[src/rtl/sot_align_sequencer.sv]
// sot_align_sequencer
//    Walks the VFAT SOT frame aligners one channel at a time, round-robin.
//    For each queued channel the sequencer pulses its aligner reset, waits
//    (bounded by a timeout) for sot_is_aligned, retries a limited number of
//    times and finally records the channel as aligned or failed. Channels
//    whose aligner raises sot_unstable can be re-queued automatically.
//
// Ports
//    clock           40 MHz LHC clock, single domain
//    reset_n         asynchronous active-low reset
//    start           one-clock strobe: queue every unmasked channel
//    auto_realign    re-queue a channel on the rising edge of its sot_unstable
//    vfat_mask       1 = channel excluded from sequencing
//    sot_is_aligned  per-aligner ready flag
//    sot_unstable    per-aligner unstable flag
//    aligner_reset   per-aligner reset, registered, at most one bit high
//    busy            high whenever the sequencer is not idle
//    done            one-clock pulse when the queue drains
//    active_vfat     index of the channel being serviced (holds in idle)
//    aligned         channel passed its last alignment
//    failed          channel exhausted its retries
//    realign_cnt     saturating count of automatic re-queues
module sot_align_sequencer #(
   parameter int NVFAT        = 24,
   parameter int RESET_CYCLES = 8,
   parameter int TIMEOUT      = 8191,
   parameter int MAX_RETRIES  = 3,
   parameter int IDXW         = 5
) (
   input  logic             clock,
   input  logic             reset_n,
   input  logic             start,
   input  logic             auto_realign,
   input  logic [NVFAT-1:0] vfat_mask,
   input  logic [NVFAT-1:0] sot_is_aligned,
   input  logic [NVFAT-1:0] sot_unstable,
   output logic [NVFAT-1:0] aligner_reset,
   output logic             busy,
   output logic             done,
   output logic [IDXW-1:0]  active_vfat,
   output logic [NVFAT-1:0] aligned,
   output logic [NVFAT-1:0] failed,
   output logic [15:0]      realign_cnt
);

   typedef enum logic [2:0] {S_IDLE, S_SELECT, S_RESET, S_WAIT, S_NEXT, S_DONE} state_t;

   state_t           state, next_state;
   logic [NVFAT-1:0] pending, pending_nxt, aligned_nxt, failed_nxt;
   logic [NVFAT-1:0] unstable_q, eligible, rise, active_onehot, sel_onehot;
   logic [IDXW-1:0]  ptr, sel_idx;
   logic             any_eligible, found;
   logic             cur_aligned, cur_masked, timeout_hit, reset_done, last_try;
   logic [3:0]       retry;
   logic [15:0]      timer;
   logic [7:0]       rst_cnt;
   logic [IDXW:0]    rise_cnt;
   logic [16:0]      cnt_sum;
   int               j;

   assign eligible      = pending & ~vfat_mask;
   assign any_eligible  = |eligible;
   assign active_onehot = {{(NVFAT-1){1'b0}}, 1'b1} << active_vfat;
   assign sel_onehot    = {{(NVFAT-1){1'b0}}, 1'b1} << sel_idx;
   assign cur_aligned   = sot_is_aligned[active_vfat];
   assign cur_masked    = vfat_mask[active_vfat];
   assign timeout_hit   = (timer == 16'(TIMEOUT - 1));
   assign reset_done    = (rst_cnt == 8'(RESET_CYCLES - 1));
   assign last_try      = (retry == 4'(MAX_RETRIES));

   // The channel in service cannot re-queue itself; its unstable edge is ignored.
   assign rise = sot_unstable & ~unstable_q & ~vfat_mask &
                 ~((state != S_IDLE) ? active_onehot : '0);

   // Round-robin pick: first eligible channel at or above ptr, wrapping to 0.
   always_comb begin
      sel_idx = '0;
      found   = 1'b0;
      j       = 0;
      for (int k = 0; k < NVFAT; k++) begin
         j = int'(ptr) + k;
         if (j >= NVFAT) j = j - NVFAT;
         if (!found && eligible[j]) begin
            found   = 1'b1;
            sel_idx = IDXW'(j);
         end
      end
   end

   // Several channels may go unstable on one clock; each counts as a re-queue.
   always_comb begin
      rise_cnt = '0;
      for (int i = 0; i < NVFAT; i++) rise_cnt = rise_cnt + {{IDXW{1'b0}}, rise[i]};
      cnt_sum = {1'b0, realign_cnt} + 17'(rise_cnt);
   end

   // Next-state logic. Masking the active channel abandons it at once;
   // success is checked before the timeout so a tie counts as aligned.
   always_comb begin
      next_state = state;
      case (state)
         S_IDLE:   if (any_eligible) next_state = S_SELECT;
         S_SELECT: next_state = any_eligible ? S_RESET : S_DONE;
         S_RESET: begin
            if (cur_masked)      next_state = S_NEXT;
            else if (reset_done) next_state = S_WAIT;
         end
         S_WAIT: begin
            if (cur_masked || cur_aligned) next_state = S_NEXT;
            else if (timeout_hit)          next_state = last_try ? S_NEXT : S_RESET;
         end
         S_NEXT:   next_state = any_eligible ? S_SELECT : S_DONE;
         S_DONE:   next_state = S_IDLE;
         default:  next_state = S_IDLE;
      endcase
   end

   // Queue and status vectors. Start and unstable requests are merged first,
   // then the channel being picked is removed from the queue.
   always_comb begin
      pending_nxt = pending;
      aligned_nxt = aligned & ~rise;
      failed_nxt  = failed;
      if (start) begin
         pending_nxt = pending_nxt | ~vfat_mask;
         failed_nxt  = failed_nxt & vfat_mask;
      end
      if (auto_realign) pending_nxt = pending_nxt | rise;
      if (state == S_SELECT && any_eligible) begin
         pending_nxt = pending_nxt & ~sel_onehot;
         aligned_nxt = aligned_nxt & ~sel_onehot;
      end
      if (state == S_WAIT && !cur_masked) begin
         if (cur_aligned) begin
            aligned_nxt = aligned_nxt | active_onehot;
            failed_nxt  = failed_nxt & ~active_onehot;
         end else if (timeout_hit && last_try) begin
            failed_nxt  = failed_nxt | active_onehot;
         end
      end
   end

   // State register.
   always_ff @(posedge clock or negedge reset_n) begin
      if (!reset_n) state <= S_IDLE;
      else          state <= next_state;
   end

   // Registered outputs, counters and the per-channel reset pulse.
   always_ff @(posedge clock or negedge reset_n) begin
      if (!reset_n) begin
         pending       <= '0;
         aligned       <= '0;
         failed        <= '0;
         unstable_q    <= '0;
         aligner_reset <= '0;
         busy          <= 1'b0;
         done          <= 1'b0;
         active_vfat   <= '0;
         ptr           <= '0;
         retry         <= '0;
         timer         <= '0;
         rst_cnt       <= '0;
         realign_cnt   <= '0;
      end else begin
         pending    <= pending_nxt;
         aligned    <= aligned_nxt;
         failed     <= failed_nxt;
         unstable_q <= sot_unstable;
         busy       <= (next_state != S_IDLE);
         done       <= (next_state == S_DONE);
         if (auto_realign && (rise_cnt != '0))
            realign_cnt <= cnt_sum[16] ? 16'hFFFF : cnt_sum[15:0];
         case (state)
            S_SELECT: if (any_eligible) begin
               active_vfat   <= sel_idx;
               retry         <= '0;
               rst_cnt       <= '0;
               aligner_reset <= sel_onehot;
            end
            S_RESET: begin
               if (cur_masked) begin
                  aligner_reset <= '0;
               end else if (reset_done) begin
                  aligner_reset <= '0;
                  timer         <= '0;
               end else begin
                  rst_cnt <= rst_cnt + 8'd1;
               end
            end
            S_WAIT: begin
               timer <= timer + 16'd1;
               if (!cur_masked && !cur_aligned && timeout_hit && !last_try) begin
                  retry         <= retry + 4'd1;
                  rst_cnt       <= '0;
                  aligner_reset <= active_onehot;
               end
            end
            S_NEXT:
               ptr <= (active_vfat == IDXW'(NVFAT - 1)) ? '0 : active_vfat + IDXW'(1);
            default: ;
         endcase
      end
   end

endmodule

[config.mk]
export PLATFORM = sky130hd
export DESIGN_NAME = sot_align_sequencer
export DESIGN_NICKNAME = d
export VERILOG_FILES = /design/src/rtl/sot_align_sequencer.sv
export SDC_FILE = /design/constraint.sdc
export NUM_CORES = 1
export LEC_CHECK = 0
export CORE_AREA = 2 2 145 253
export CTS_CLUSTER_DIAMETER = 40
export DETAILED_ROUTE_END_ITERATION = 8
export DIE_AREA = 0 0 147 255
export MAX_ROUTING_LAYER = met4
export PLACE_DENSITY = 0.7
export SETUP_SLACK_MARGIN = 0.02
export SYNTH_ARGS = -nofsm -noshare
export SYNTH_HDL_FRONTEND = slang
export SYNTH_SLANG_ARGS = --single-unit
[constraint.sdc]
create_clock -name clock -period 15.7 [get_ports clock]
set_input_delay 3.14 -clock clock [delete_from_list [all_inputs] [get_ports clock]]
set_output_delay 3.14 -clock clock [all_outputs]
set_load 0.03 [all_outputs]
# Word-level counts from Yosys, hierarchy flattened
# Cells that the tools add are included.
[totals]
reg_bits = 179
output_inout_bits = 95
[classes]
add_sub_neg = 75
n_lt_le_gt_ge = 49
n_eq_ne = 15
shift = 2
n_mux = 185
n_bitwise = 19
n_reduce_logical = 70
[op_table]
columns = ["cell", "count"]
rows = [
  ["< comparator 32 x 7 -> 1 bit (second input constant)", 24],
  ["2-to-1 mux 32 bit", 24],
  ["2-to-1 mux 24 bit", 15],
  ["AND 24 bit", 9],
  ["subtractor 6 x 5 -> 7 bit (second input constant)", 23],
  ["inverter 24 bit", 6],
  ["greater-or-equal comparator 6 x 5 -> 1 bit (second input constant)", 23],
  ["binary-select mux 1 bit (select 5 bit)", 26],
  ["2-to-1 mux 5 bit", 25],
  ["adder 6 x 1 -> 6 bit", 18],
  ["OR 24 bit", 4],
  ["2-to-1 mux 1 bit", 73],
  ["one-hot mux 24 bit (3 select lines)", 1],
  ["adder 5 x 4 -> 6 bit (second input constant)", 8],
  ["adder 5 x 5 -> 6 bit (second input constant)", 8],
  ["2-to-1 mux 16 bit", 3],
  ["<< shifter 1 x 5 -> 24 bit (first input constant)", 2],
  ["2-to-1 mux 8 bit", 4],
  ["one-hot mux 16 bit (2 select lines)", 1],
  ["logical AND 1 bit", 30],
  ["logical NOT 1 bit", 26],
  ["adder 5 x 3 -> 6 bit (second input constant)", 4],
  ["2-to-1 mux 3 bit", 8],
  ["one-hot mux 8 bit (3 select lines)", 1],
  ["other kinds (38)", 49],
]

# Logic depth before layout (Yosys ltp)
[logic_depth]
word_depth = 82
depth_mapped = 28
mapped_depth_nobuf = 25

# Worst setup path after synthesis
# OpenSTA, ideal clock, no wires.
[synth_path]
kind = "in2reg"
startpoint = "in vfat_mask[11]"
endpoint = "reg realign_cnt[0]"
setup_ns = 0.068
arrival_time_ns = 8.517
required_ns = 15.632
slack_ns = 7.115
stages = 21
cell_sequence = "nor2_1 > nand2_1 > a21oi_1 > fa_1 > fa_1 > inv_1 > fa_1 > fa_1 > fa_1 > inv_1 > ha_1 > fa_1 > a21o_1 > a21o_1 > ha_1 > nor2b_1 > o2111ai_1 > or3_1 > or2_2 > clkbuf_1 > nand2_1"
[synth_between]
elab_chain_len = 18
[synth_rtl]
columns = ["item", "line", "source"]
rows = [
  ["start, declared", "34", "input logic [NVFAT-1:0] vfat_mask,"],
  ["inverter 24 bit (*)", "72", "assign rise = sot_unstable & ~unstable_q & ~vfat_mask &"],
  ["AND 24 bit (*) (2 in a row)", "72", ""],
  ["adder 6 x 1 -> 6 bit (*) (13 in a row)", "93", "for (int i = 0; i < NVFAT; i++) rise_cnt = rise_cnt + {{IDXW{1'b0}}, rise[i]};"],
  ["adder 16 x 6 -> 17 bit or nonzero test 6 bit (tied branches)", "94, 172", ""],
  ["2-to-1 mux 16 bit or logical AND 1 bit (tied branches)", "173, 172", ""],
  ["end signal, assigned", "173", "realign_cnt <= cnt_sum[16] ? 16'hFFFF : cnt_sum[15:0];"],
  ["end, declared", "43", "output logic [15:0] realign_cnt"],
]
# Mark *: on every way between the ends. The rest lies on a longest branch, timed or not.
# A chain may end at the register's enable or synchronous reset.

# Final worst setup path
[layout_path]
startpoint = "in vfat_mask[3]"
endpoint = "reg realign_cnt[13]"
[layout_between]
elab_chain_len = 26
[layout_rtl]
columns = ["item", "line"]
rows = [
  ["inverter 24 bit (*)", "72"],
  ["AND 24 bit (*) (2 in a row)", "72"],
  ["adder 3 x 1 -> 4 bit (*)", "93"],
  ["adder 4 x 1 -> 5 bit (*)", "93"],
  ["adder 5 x 1 -> 6 bit (*)", "93"],
  ["adder 6 x 1 -> 6 bit (*) (18 in a row)", "93"],
  ["adder 16 x 6 -> 17 bit or nonzero test 6 bit (tied branches)", "94, 172"],
  ["2-to-1 mux 16 bit or logical AND 1 bit (tied branches)", "173, 172"],
]
# Marked as above.

==> run summary <==
### Status
* complete, no violations — result of the run

### Synth
* sky130_fd_sc_hd__dfrtp_1 — Primary FF master, synth
* 0.284 — sequential-to-total area share from yosys stat
* sky130_fd_sc_hd__dfrtp_1 (28%), sky130_fd_sc_hd__mux4_2 (5.6%), sky130_fd_sc_hd__ha_1 (4.9%), sky130_fd_sc_hd__a21oi_1 (3.4%), sky130_fd_sc_hd__nand2_1 (3.4%) — biggest area contributors in the synthesized netlist
* 1786 — number of cells produced by synthesis
* 0 — number of enable flip-flop cells after synthesis
* 0.231 — synthesized-area fraction occupied by ao, oa, aoi and oai cells
* 0 — Synth Warn #
* 113 — number of distinct library cell variants in the gate-level netlist after synthesis
* simple AND/OR/NAND/NOR gates — dominant combinational cell family by area after synthesis
* 1.00 — fraction of registers with async set or reset after synthesis
* 8.83 um2 — Synth Area per Inst
* 0.232 — simple-gate share of the synthesized area
* 179 — #FFs+latches synth
* 0.0982 — share of cell area taken by muxes after synthesis
* sky130_fd_sc_hd__dfrtp_1 — post-synth top area cell
* 15800 um2 — Cell Area, Synth
* 0.0720 — post-synthesis share of cell area spent on full adders, half adders and majority gates
* 0.0406 — area share of xor/xnor cells in the synthesized design
* 1942 — Synth Net Count
* 0.284 — share of Yosys cell area claimed by the top area cell type

### Clock network
* sky130_fd_sc_hd__clkbuf_16 — cell at the root of the clock tree
* 2 — maximum root-to-sink buffer count
* 179 — CTS Sinks
* 0 — buffers inserted during post-CTS setup optimization
* 450 ps — latest clock arrival within the worst-skew pair
* 4 — htree depth
* yes — CTS tree
* 70 ps — clock-pin slew on the worst setup and hold paths
* 0 — total of cells resized after clock tree synthesis
* 0 — number of hold buffers added after cts
* 17 — CTS Buf Count

### Floorplanning
* 92 — floorplan row count
* 255 um — Die Y-Extent
* 35700 um2 — floorplan core area
* 171 — IO Count
* 0.442 — starting utilization of the core area
* 37500 um2 — overall die area
* 147 um — die width

### STA
* 11.8 ps — worst-case clock skew
* 0 — Final Max Slew Viols
* 484 ps — Fin Hold WS
* 6540 ps — setup ws final
* 9160 ps — final worst path period need
* 0.584 — part of the cycle the worst path needs
* 1290 ps — actual transition at the worst max-transition pin
* 0 — Final setup viols
* 109 MHz — Max Clock Freq
* 0 ps — setup TNS
* no — unrepaired setup endpoints after global routing
* 0 — count of final hold-check violations
* 0.129 — Max transition margin

### Layout
* 10600 um2 — area of the multi-input gates
* sky130_fd_sc_hd__dfrtp_1 (178), sky130_fd_sc_hd__clkdlybuf4s50_1 (169), sky130_fd_sc_hd__nand2_1 (143) — leading cell types in the layout, fill and taps excluded
* 0.101 — fraction of layout cells with a size suffix above 1
* 3354 — number of fillers in the final layout
* 2081 — Total Nets Final
* 2405 — post-route insts no fill
* 17.3% — area grow syn2layout
* sky130_fd_sc_hd__dfrtp_1 — commonest non-fill, non-tap cell in the layout
* 0 — total inserted antenna cells
* 4480 um2 — sequential cell area in the final layout

### Run
* 0 — max-capacitance violation count

### Critical path
* input pin — Critical Path Source Type
* 18 — worst reg-to-reg path cell count
* flop — endpoint class of the critical path
* 16030 ps — Data required, critical path
* 9490 ps — critical path arrival
* input pin to flop — type of the worst setup path
* 7410 ps — slack of the worst reg-to-reg path
* vfat_mask[3] — Critical path origin
* 8 — critical-path maximum fanout
* ptr[3] — startpoint of the worst-slack reg-to-reg timing path

### Hold path
* 2 — hold-critical path depth
* ptr[3] — Hold Startpoint
* flop to flop — Hold WC Path Type

### Drt
* 0 — DRC violations left
* 7 — Pre-antenna DRT Iters
* 71000 um — overall routed net length
* 6.74 — detailed-route vias per instance
* 16200 — total number of vias
* 1463 — violation count after the first detailed-route iteration
* 29.5 um — drt wl/cell
* 0 — post-route antenna net violation count

### GRT
* 0 — Overflow after GRT
* 104000 um — first-pass GRT wire length
* met2 — highest-utilization routing layer at the global route stage
* 16200 — number of global-route vias before repair
* 0.0747 — GR met3 Demand/Resource
* 0.367 — met1 track demand over resource in global routing
* 65 — largest net degree at the start of global routing
* 0.389 — global router's overall resource usage
* 0 — number of antenna violations at the first check in global routing
* 0.666 — met2 Use GR

### Place
* 1.05 — Routability Congestion
* 170 — number of port buffers
* 2376 — Cells after DPL
* 54900 um — HPWL reported at the end of detailed placement
* 6100 ps — worst slack after detailed placement

## cell usage after synthesis (all sizes together) (10+ instances only)
cell type  count
nor3          74
nor4          17
nor2         141
nor3b         12
and2          20
o21a          18
inv           72
or4           11
a211oi        25
a2111oi       10
nor2b         25
a21boi        11
fa            18
a32o          15
or3           26
and3          28
a21oi        111
o2111ai       11
nand2b        81
o211ai        34
xnor2         38
nand3         48
ha            62
clkbuf        49
xor2          27
or2           15
o311ai        16
buf           34
mux2i         34
dfrtp        179
mux4          39
o22ai         13
nand2        143
nand4         20
a211o         11
a31oi         12
a2bb2oi       10
o21ai         89
a21o          14
mux2          29
a22oi         28
## worst paths after layout
| check | end |
|---|---|
| max reg2reg | aligned[6] |
| min reg2reg | ptr[3] |
| min in group asynchronous | failed[17] |
| max in group asynchronous | retry[3] |
| min | ptr[3] |
| max | realign_cnt[13] |
## final cells by class
class,count,area share
clock buffers,18,0.0232
clock inverters,11,0.00717
flip-flops and latches,179,0.242
repair buffers,203,0.105
well taps,470,0.0318
inverters,74,0.0151
multi-input cells,1450,0.575
## worst max-delay path, cell delays in order
cell and delay (ps):
sky130_fd_sc_hd__clkdlybuf4s50_1 500, sky130_fd_sc_hd__nor2_1 140, sky130_fd_sc_hd__nand2_1 70, sky130_fd_sc_hd__a21oi_1 290, sky130_fd_sc_hd__fa_1 500, sky130_fd_sc_hd__inv_1 130, sky130_fd_sc_hd__fa_1 450, sky130_fd_sc_hd__fa_1 550
sky130_fd_sc_hd__fa_1 540, sky130_fd_sc_hd__fa_1 560, sky130_fd_sc_hd__inv_1 40, sky130_fd_sc_hd__ha_1 220, sky130_fd_sc_hd__fa_1 410, sky130_fd_sc_hd__a21o_1 190, sky130_fd_sc_hd__a21o_1 190, sky130_fd_sc_hd__or4_1 400
sky130_fd_sc_hd__nor2_1 150, sky130_fd_sc_hd__nor2_1 160, sky130_fd_sc_hd__o21a_1 170, sky130_fd_sc_hd__and3_1 220, sky130_fd_sc_hd__nand2_1 80, sky130_fd_sc_hd__nor2_1 70, sky130_fd_sc_hd__nand3_1 110, sky130_fd_sc_hd__xor2_1 170
sky130_fd_sc_hd__nand2_1 70
## flip-flops by register name (all words and copies together) (netlist names)
register / flops
timer: 16
rst_cnt: 8
aligned: 24
busy: 1
active_vfat: 5
aligner_reset: 24
pending: 24
failed: 24
state: 3
unstable_q: 24
retry: 4
ptr: 5
done: 1
realign_cnt: 16
## cells by family after synthesis
logic type      after synthesis
compound gates              508
xor+xnor                     66
fa+ha+maj                    80
buf+inv                     157
flops                       179
mux                         102
simple gates                694
## metrics by stage
stage	instance area [um2]	util
final	18500	0.519
after global placement	17900	0.503
after floorplan	15800	-
after global routing	18500	0.519
after detailed placement	17900	0.503
after CTS	18500	0.519
## layer usage
layer	wire length, um	share of wire
met4	8180	0.12
met5	0	0
met1	22600	0.32
met2	35200	0.50
met3	4930	0.069
Power is left out: the tool's default activity adds up to more than one toggle a clock period on the data nets, which glitch-free logic cannot reach.
